File: src/rtl/hcsr04_echo_responder.sv
// HC-SR04 echo emulator: measures the trigger pulse, then after a fixed
// settle delay answers with an echo pulse whose width encodes the target
// distance (58 us per cm), followed by a dead time before re-arming.
module hcsr04_echo_responder #(
    parameter int CLKS_PER_US = 100,
    parameter int MIN_TRIG_US = 10,
    parameter int SETTLE_US   = 200,
    parameter int TIMEOUT_US  = 38000,
    parameter int HOLDOFF_US  = 10000
) (
    input  logic        clk,
    input  logic        reset,
    input  logic        trigger,
    input  logic [15:0] distance_cm,
    input  logic        object_present,
    output logic        echo,
    output logic        busy,
    output logic        trig_err
);

    localparam int TW  = 32;
    localparam int WCW = $clog2(MIN_TRIG_US * CLKS_PER_US + 1);

    localparam logic [WCW-1:0] MIN_CLKS     = WCW'(MIN_TRIG_US * CLKS_PER_US);
    localparam logic [TW-1:0]  SETTLE_CLKS  = TW'(SETTLE_US * CLKS_PER_US);
    localparam logic [TW-1:0]  HOLDOFF_CLKS = TW'(HOLDOFF_US * CLKS_PER_US);
    localparam logic [TW-1:0]  TIMEOUT_W    = TW'(TIMEOUT_US);
    localparam logic [TW-1:0]  CPU_W        = TW'(CLKS_PER_US);

    typedef enum logic [2:0] {
        S_IDLE      = 3'd0,
        S_TRIG_MEAS = 3'd1,
        S_SETTLE    = 3'd2,
        S_ECHO      = 3'd3,
        S_HOLDOFF   = 3'd4
    } state_t;

    state_t         r_state;
    logic           r_sync1, r_sync2, r_trig_d;
    logic [WCW-1:0] r_wcnt;
    logic [TW-1:0]  r_timer;
    logic [TW-1:0]  r_width_us;
    logic           r_echo, r_busy, r_trig_err;

    logic           w_rise, w_fall;
    logic [23:0]    w_dist_eff;
    logic [23:0]    w_prod;
    logic [TW-1:0]  w_width_us;

    assign w_rise   = r_sync2 & ~r_trig_d;
    assign w_fall   = ~r_sync2 & r_trig_d;
    assign echo     = r_echo;
    assign busy     = r_busy;
    assign trig_err = r_trig_err;

    // Two-flop synchronizer plus one delay stage for edge detection.
    always_ff @(posedge clk or negedge reset) begin
        if (!reset) begin
            r_sync1  <= 1'b0;
            r_sync2  <= 1'b0;
            r_trig_d <= 1'b0;
        end else begin
            r_sync1  <= trigger;
            r_sync2  <= r_sync1;
            r_trig_d <= r_sync2;
        end
    end

    // Echo width in us: distance 0 reads as 1 cm; 24-bit product holds 65535*58.
    always_comb begin
        w_dist_eff = (distance_cm == 16'd0) ? 24'd1 : {8'd0, distance_cm};
        w_prod     = w_dist_eff * 24'd58;
        if (!object_present || (TW'(w_prod) > TIMEOUT_W))
            w_width_us = TIMEOUT_W;
        else
            w_width_us = TW'(w_prod);
    end

    // Main sequencer; all outputs registered so echo/busy never glitch.
    always_ff @(posedge clk or negedge reset) begin
        if (!reset) begin
            r_state    <= S_IDLE;
            r_wcnt     <= '0;
            r_timer    <= '0;
            r_width_us <= '0;
            r_echo     <= 1'b0;
            r_busy     <= 1'b0;
            r_trig_err <= 1'b0;
        end else begin
            r_trig_err <= 1'b0;
            case (r_state)
                S_IDLE: begin
                    // The rise cycle itself is the first high cycle of the pulse.
                    if (w_rise) begin
                        r_state <= S_TRIG_MEAS;
                        r_wcnt  <= WCW'(1);
                    end else begin
                        r_wcnt  <= '0;
                    end
                end
                S_TRIG_MEAS: begin
                    if (w_fall) begin
                        r_wcnt <= '0;
                        if (r_wcnt >= MIN_CLKS) begin
                            r_width_us <= w_width_us;
                            r_timer    <= SETTLE_CLKS - 1'b1;
                            r_busy     <= 1'b1;
                            r_state    <= S_SETTLE;
                        end else begin
                            r_trig_err <= 1'b1;
                            r_state    <= S_IDLE;
                        end
                    end else if (r_sync2 && (r_wcnt < MIN_CLKS)) begin
                        r_wcnt <= r_wcnt + 1'b1;
                    end
                end
                S_SETTLE: begin
                    if (r_timer == '0) begin
                        r_echo  <= 1'b1;
                        r_timer <= r_width_us * CPU_W - 1'b1;
                        r_state <= S_ECHO;
                    end else begin
                        r_timer <= r_timer - 1'b1;
                    end
                end
                S_ECHO: begin
                    if (r_timer == '0) begin
                        r_echo  <= 1'b0;
                        r_timer <= HOLDOFF_CLKS - 1'b1;
                        r_state <= S_HOLDOFF;
                    end else begin
                        r_timer <= r_timer - 1'b1;
                    end
                end
                S_HOLDOFF: begin
                    // A trigger still high here leaves r_trig_d set, so IDLE sees no rise.
                    if (r_timer == '0) begin
                        r_busy  <= 1'b0;
                        r_state <= S_IDLE;
                    end else begin
                        r_timer <= r_timer - 1'b1;
                    end
                end
                default: begin
                    r_echo  <= 1'b0;
                    r_busy  <= 1'b0;
                    r_state <= S_IDLE;
                end
            endcase
        end
    end

endmodule
File: config.mk
export PLATFORM = sky130hd
export DESIGN_NAME = hcsr04_echo_responder
export DESIGN_NICKNAME = d
export VERILOG_FILES = /design/src/rtl/hcsr04_echo_responder.sv
export SDC_FILE = /design/constraint.sdc
export NUM_CORES = 1
export LEC_CHECK = 0
export BUFFER_PORTS_ARGS = -buffer_cell sky130_fd_sc_hd__buf_2
export CORE_ASPECT_RATIO = 1.5
export CORE_MARGIN = 4
export CORE_UTILIZATION = 61
export CTS_BUF_LIST = sky130_fd_sc_hd__clkbuf_4
export DETAILED_ROUTE_END_ITERATION = 6
export PLACE_DENSITY = 0.81
export SKIP_LAST_GASP = 1
export SLEW_MARGIN = 20
export SYNTH_ARGS = -nofsm -noshare
export SYNTH_HDL_FRONTEND = slang
export SYNTH_SLANG_ARGS = --single-unit
File: constraint.sdc
create_clock -name clk -period 4.8 [get_ports clk]
set_input_delay 0 -clock clk [delete_from_list [all_inputs] [get_ports clk]]
set_output_delay 0 -clock clk [all_outputs]
set_load 0.005 [all_outputs]
# Word-level counts from Yosys, hierarchy flattened
# Index checks and enable logic that the tools add are counted.
[word_totals]
wordCells = 80
inputBits = 20
register_bits = 83
n_memories = 0
ram_bits = 0
latchBits = 0
mem_bits_ro = 0
[classes]
order_cmp = 3
eq_ne = 12
shifts = 0
n_mul = 2
add_sub_neg = 3
muxes = 28
bitwise_logic = 6
reduce_logical = 16
div = 0
[op_table]
columns = ["cell", "count"]
rows = [
  ["$mux W32", 5],
  ["$pmux W32 S4", 1],
  ["$sub A32 B1 Y32 const B", 2],
  ["$logic_not A32 Y1", 1],
  ["$mul A32 B5 Y30 const B", 1],
  ["$gt A22 B16 Y1 const B", 1],
  ["$mux W22", 1],
  ["$mul A16 B5 Y21 const B", 1],
  ["$mux W10", 2],
  ["$pmux W10 S2", 1],
  ["$logic_not A16 Y1", 1],
  ["$mux W16", 1],
  ["$mux W3", 5],
  ["$pmux W3 S5", 1],
  ["$ne A2 B2 Y1 const B", 7],
  ["$add A10 B1 Y10 const B", 1],
  ["$ge A10 B10 Y1 const B", 1],
  ["$lt A10 B10 Y1 const B", 1],
  ["$mux W1", 8],
  ["$reduce_and A4 Y1", 2],
  ["$eq A3 B2 Y1 const B", 2],
  ["$pmux W1 S3", 2],
  ["$reduce_and A3 Y1", 2],
  ["$reduce_or A3 Y1", 2],
  ["other kinds (14)", 18],
]

# Longest topological paths before layout
[depth]
word_depth = 6
ltp_mapped = 23
mapped_depth_nobuf = 22

# Least setup slack after synthesis
# No wires, ideal clock.
[synth_timing]
path_kind = "input-to-reg"
startpoint = "input distance_cm[8]"
endpoint = "register r_width_us[4]"
setup_slack_ns = -0.264
path_stages = 20
required_time_ns = 4.679
t_arrival_ns = 4.942
setup_ns = 0.121
cell_sequence = "clkbuf_1 > nor4_1 > a31oi_1 > ha_1 > ha_1 > or2_2 > ha_1 > inv_1 > fa_1 > inv_1 > ha_1 > a21oi_1 > o21bai_1 > a211o_1 > a21boi_1 > a211oi_1 > or4_1 > nor4_4 > nand2_2 > o22a_1"
[synth_via]
elab_chain_len = 6
[synth_rtl]
columns = ["element", "line", "rtl"]
rows = [
  ["start, declared", "14", "input logic [15:0] distance_cm,"],
  ["$logic_not A16 Y1", "71", "w_dist_eff = (distance_cm == 16'd0) ? 24'd1 : {8'd0, distance_cm};"],
  ["$mux W16 *", "71", ""],
  ["$mul A16 B5 Y21 *", "72", "w_prod = w_dist_eff * 24'd58;"],
  ["$gt A22 B16 Y1", "73", "if (!object_present || (TW'(w_prod) > TIMEOUT_W))"],
  ["$logic_or A1 B1 Y1", "73", ""],
  ["$mux W22 *", "73", ""],
  ["end signal, assigned", "105", "r_width_us <= w_width_us;"],
  ["end, declared", "42", "logic [TW-1:0] r_width_us;"],
]
# Mark *: on every way between the ends. The rest lies on a longest branch, timed or not.
# A chain may end at the register's enable or synchronous reset.

# Worst setup path after layout
[layout_timing]
startpoint = "input distance_cm[1]"
endpoint = "register r_width_us[3]"
# Same word-level chain as after synthesis.

==> impl_metrics.yaml <==
outcome:
  status: "finished, final reports clean"
global_routing:
  met2_usage_pct: 51.6
  overflow: 0
  grt_use_met1_pct: 27.1
  grt_use_total_pct: 26.8
  antenna_found_initial: 1
  grtUsageMet3_pct: 2.68
  busiest_layer: "met2"
  grt_max_degree: 73
  grt_pass1_wl_um: 38100
  grt_pass1_vias: 8672
clocking:
  numCtsBuffers: 9
  h-tree-depth: 3
  root_buffer: "clkbuf_4"
  tritoncts: "yes"
  cts_sinks: 72
  cts_max_path_buffers: 2
  cts.clk_slew.worst_paths_ps: 140
  insertion_delay_ps: 460
yosys:
  syn_area_um2: 9340
  synth_top_area_cell: "dfrtp_1"
  synth_cell_types: 87
  syn-num-nets: 1341
  syn-instance-count: 1157
  async_reset_ff_share_pct: 100
  synth-edff-count: 0
  ys.warnings.count: 0
  synth_top_area_share_pct: 19.3
  yosysSeqAreaShare_pct: 19.3
  synth_top_cells_by_area: "dfrtp_1 19%, ha_1 17%, fa_1 7.5%"
  ys_ff_latch: 72
  synth-main-ff-cell: "dfrtp_1"
  syn_area_per_cell_um2: 8.07
timing:
  fin_crit_ps: 4620
  fin_crit_sh_pct: 96.2
  rsz0062_at_grt: "no"
  maxSlewViolCount: 0
  slew_headroom_pct: 38.1
  max_freq_mhz: 216
  skew_ps: 19.6
  tightest_slew_ps: 929
  setup_viol: 0
  hold_viol: 0
  finalSetupTns_ps: 0
die:
  num_rows: 55
  start_util_pct: 62.0
  chipWidth_um: 109
  core-area_um2: 15100
  die_y_um: 160
  io_pins: 23
  dieArea_um2: 17400
final_layout:
  fillers: 1198
  fin_area_um2: 10500
  nets: 1418
  final_cell_mix: "163 x inv_1, 129 x ha_1, 82 x buf_4"
  final_common_cell: "inv_1"
  area_growth_pct: 12.1
  drive_gt1_share_pct: 14.2
pwr:
  power_density_nw_per_um2: 260
  p_leak_nw: 5.28
  max-vdd-ir-drop_mv: 0.187
placed_design:
  dpl_cell_area_um2: 10200
  io_buffers: 22
  dp_hpwl_um: 18300
  gp_congestion: 0.930
detailed_routing:
  dr.pass1.iters: 5
  vias_per_cell: 6.01
  wire_per_inst_um: 15.7
  drt_iter0_markers: 339
  vias: 8650
  drc: 0
  routed_wl_um: 22600
  ant_nets: 0
flow_run:
  drv_cap: 0
worst_setup_path:
  cp_data_arrival_time_ps: 4990
  crit_type: "in2reg"
  start_kind: "input port"
  worstPathRequired_ps: 5170
  endpoint_kind: "flip-flop"
  path_max_fanout: 4
min_path:
  hold_class: "in2reg"
## area by class of cell
type,count,area [um^2],area share (%)
Tap cell,199,249,2.38
Sequential cell,72,1800,17.2
Inverter,164,616,5.88
Timing Repair Buffer,107,761,7.27
Multi-Input combinational cell,880,6850,65.4
Antenna cell,1,2.50,0.0239
Clock buffer,10,75.1,0.717
Clock inverter,6,115,1.10
## worst max-delay path: stages
cell and delay (ps):
buf_2 120, dlygate4sd3_1 550, buf_4 140, inv_1 90, ha_1 270, ha_1 200
or2_2 290, ha_1 290, inv_1 50, fa_1 500, inv_1 40, ha_1 330
a21oi_1 180, o21bai_1 120, a211o_1 340, a21boi_2 180, a211oi_1 90, or4_1 570
nor4_4 270, buf_4 200, nand3_1 70, o21ai_0 80
## report_power, final
part,switching (mW),internal (mW),total (mW)
Sequential,0.0150,0.617,0.632
Combinational,0.832,0.742,1.57
Clock,0.249,0.272,0.521
Total,1.10,1.63,2.73
## flip-flops by register name, summed over array words and instances, names as in the netlist
register    cells
busy            1
echo            1
r_state         3
r_sync1         1
r_sync2         1
r_timer        32
r_trig_d        1
r_wcnt         10
r_width_us     21
trig_err        1
## per-layer routing
metal / up-vias / share of wire, %
li1: 4246 / -
met1: 4111 / 36
met2: 207 / 56
met3: 86 / 3.0
met4: 0 / 5.2
met5: - / 0
## repair_timing
| item | CTS | global route |
|---|---|---|
| hold buffers | 4 | 0 |
| endpoints found under the hold margin | 75 | 0 |
| gates resized for setup | 0 | 12 |
| setup buffers | 0 | 1 |
| setup endpoints to repair | 0 | 15 |
## synthesized netlist by cell type, drive strengths merged (5+ instances only)
cell,count
a211oi,14
nand4,10
nor3,41
a21oi,84
o21ai,75
nor2b,12
o21a,10
o22ai,9
ha,129
nor4,18
a21boi,5
mux2i,5
buf,15
o211ai,6
xnor2,29
clkbuf,26
nor3b,12
xor2,22
fa,35
nand3,32
or4,8
nor4b,5
and3,10
o21bai,5
a31o,7
and2,11
nand2b,10
nand2,77
a31oi,15
dfrtp,72
a21o,30
inv,164
or3,21
nor2,68
## path summary, 6_finish.rpt
kind                                            from                    endpoint  slack (ps)  depth (start not counted)
setup reg to reg           r_width_us[4]$_DFFE_PN0P_     r_timer[31]$_DFFE_PN0P_         310                         15
max in group asynchronous                      reset  r_width_us[15]$_DFFE_PN0P_        3970                          2
hold / removal                        distance_cm[4]   r_width_us[1]$_DFFE_PN0P_         120                          5
setup / recovery                      distance_cm[1]   r_width_us[3]$_DFFE_PN0P_         180                         22
min in group asynchronous                      reset     r_timer[31]$_DFFE_PN0P_         190                          2
hold reg to reg                    r_sync1$_DFF_PN0_           r_sync2$_DFF_PN0_         370                          0
## metrics by stage
stage / cells / setup slack, ps / power, mW / hold WS (ps) / util [%]
finish: 1439 / 181 / 2.73 / 119 / 69.5
detailed placement: 1417 / -314 / 2.18 / 110 / 67.4
floorplan: 1157 / 33.1 / 1.64 / -296 / -
global placement: 1417 / -157 / 2.13 / 108 / 67.4
global route: 1439 / 5.19 / 2.94 / 139 / 69.5
CTS: 1437 / 99.0 / 2.70 / 100 / 69.0
## kinds of logic after synthesis
| kind of cell | after synthesis | synth area share, % |
|---|---|---|
| multiplexers | 6 | 0.656 |
| AO/OA/AOI/OAI | 305 | 21.0 |
| XOR/XNOR | 51 | 4.78 |
| flip-flops | 72 | 19.3 |
| buffers and inverters | 205 | 8.56 |
| adder cells (fa/ha/maj) | 164 | 24.8 |
| AND/OR/NAND/NOR | 354 | 20.9 |
Power figures use the tool's default switching activity.
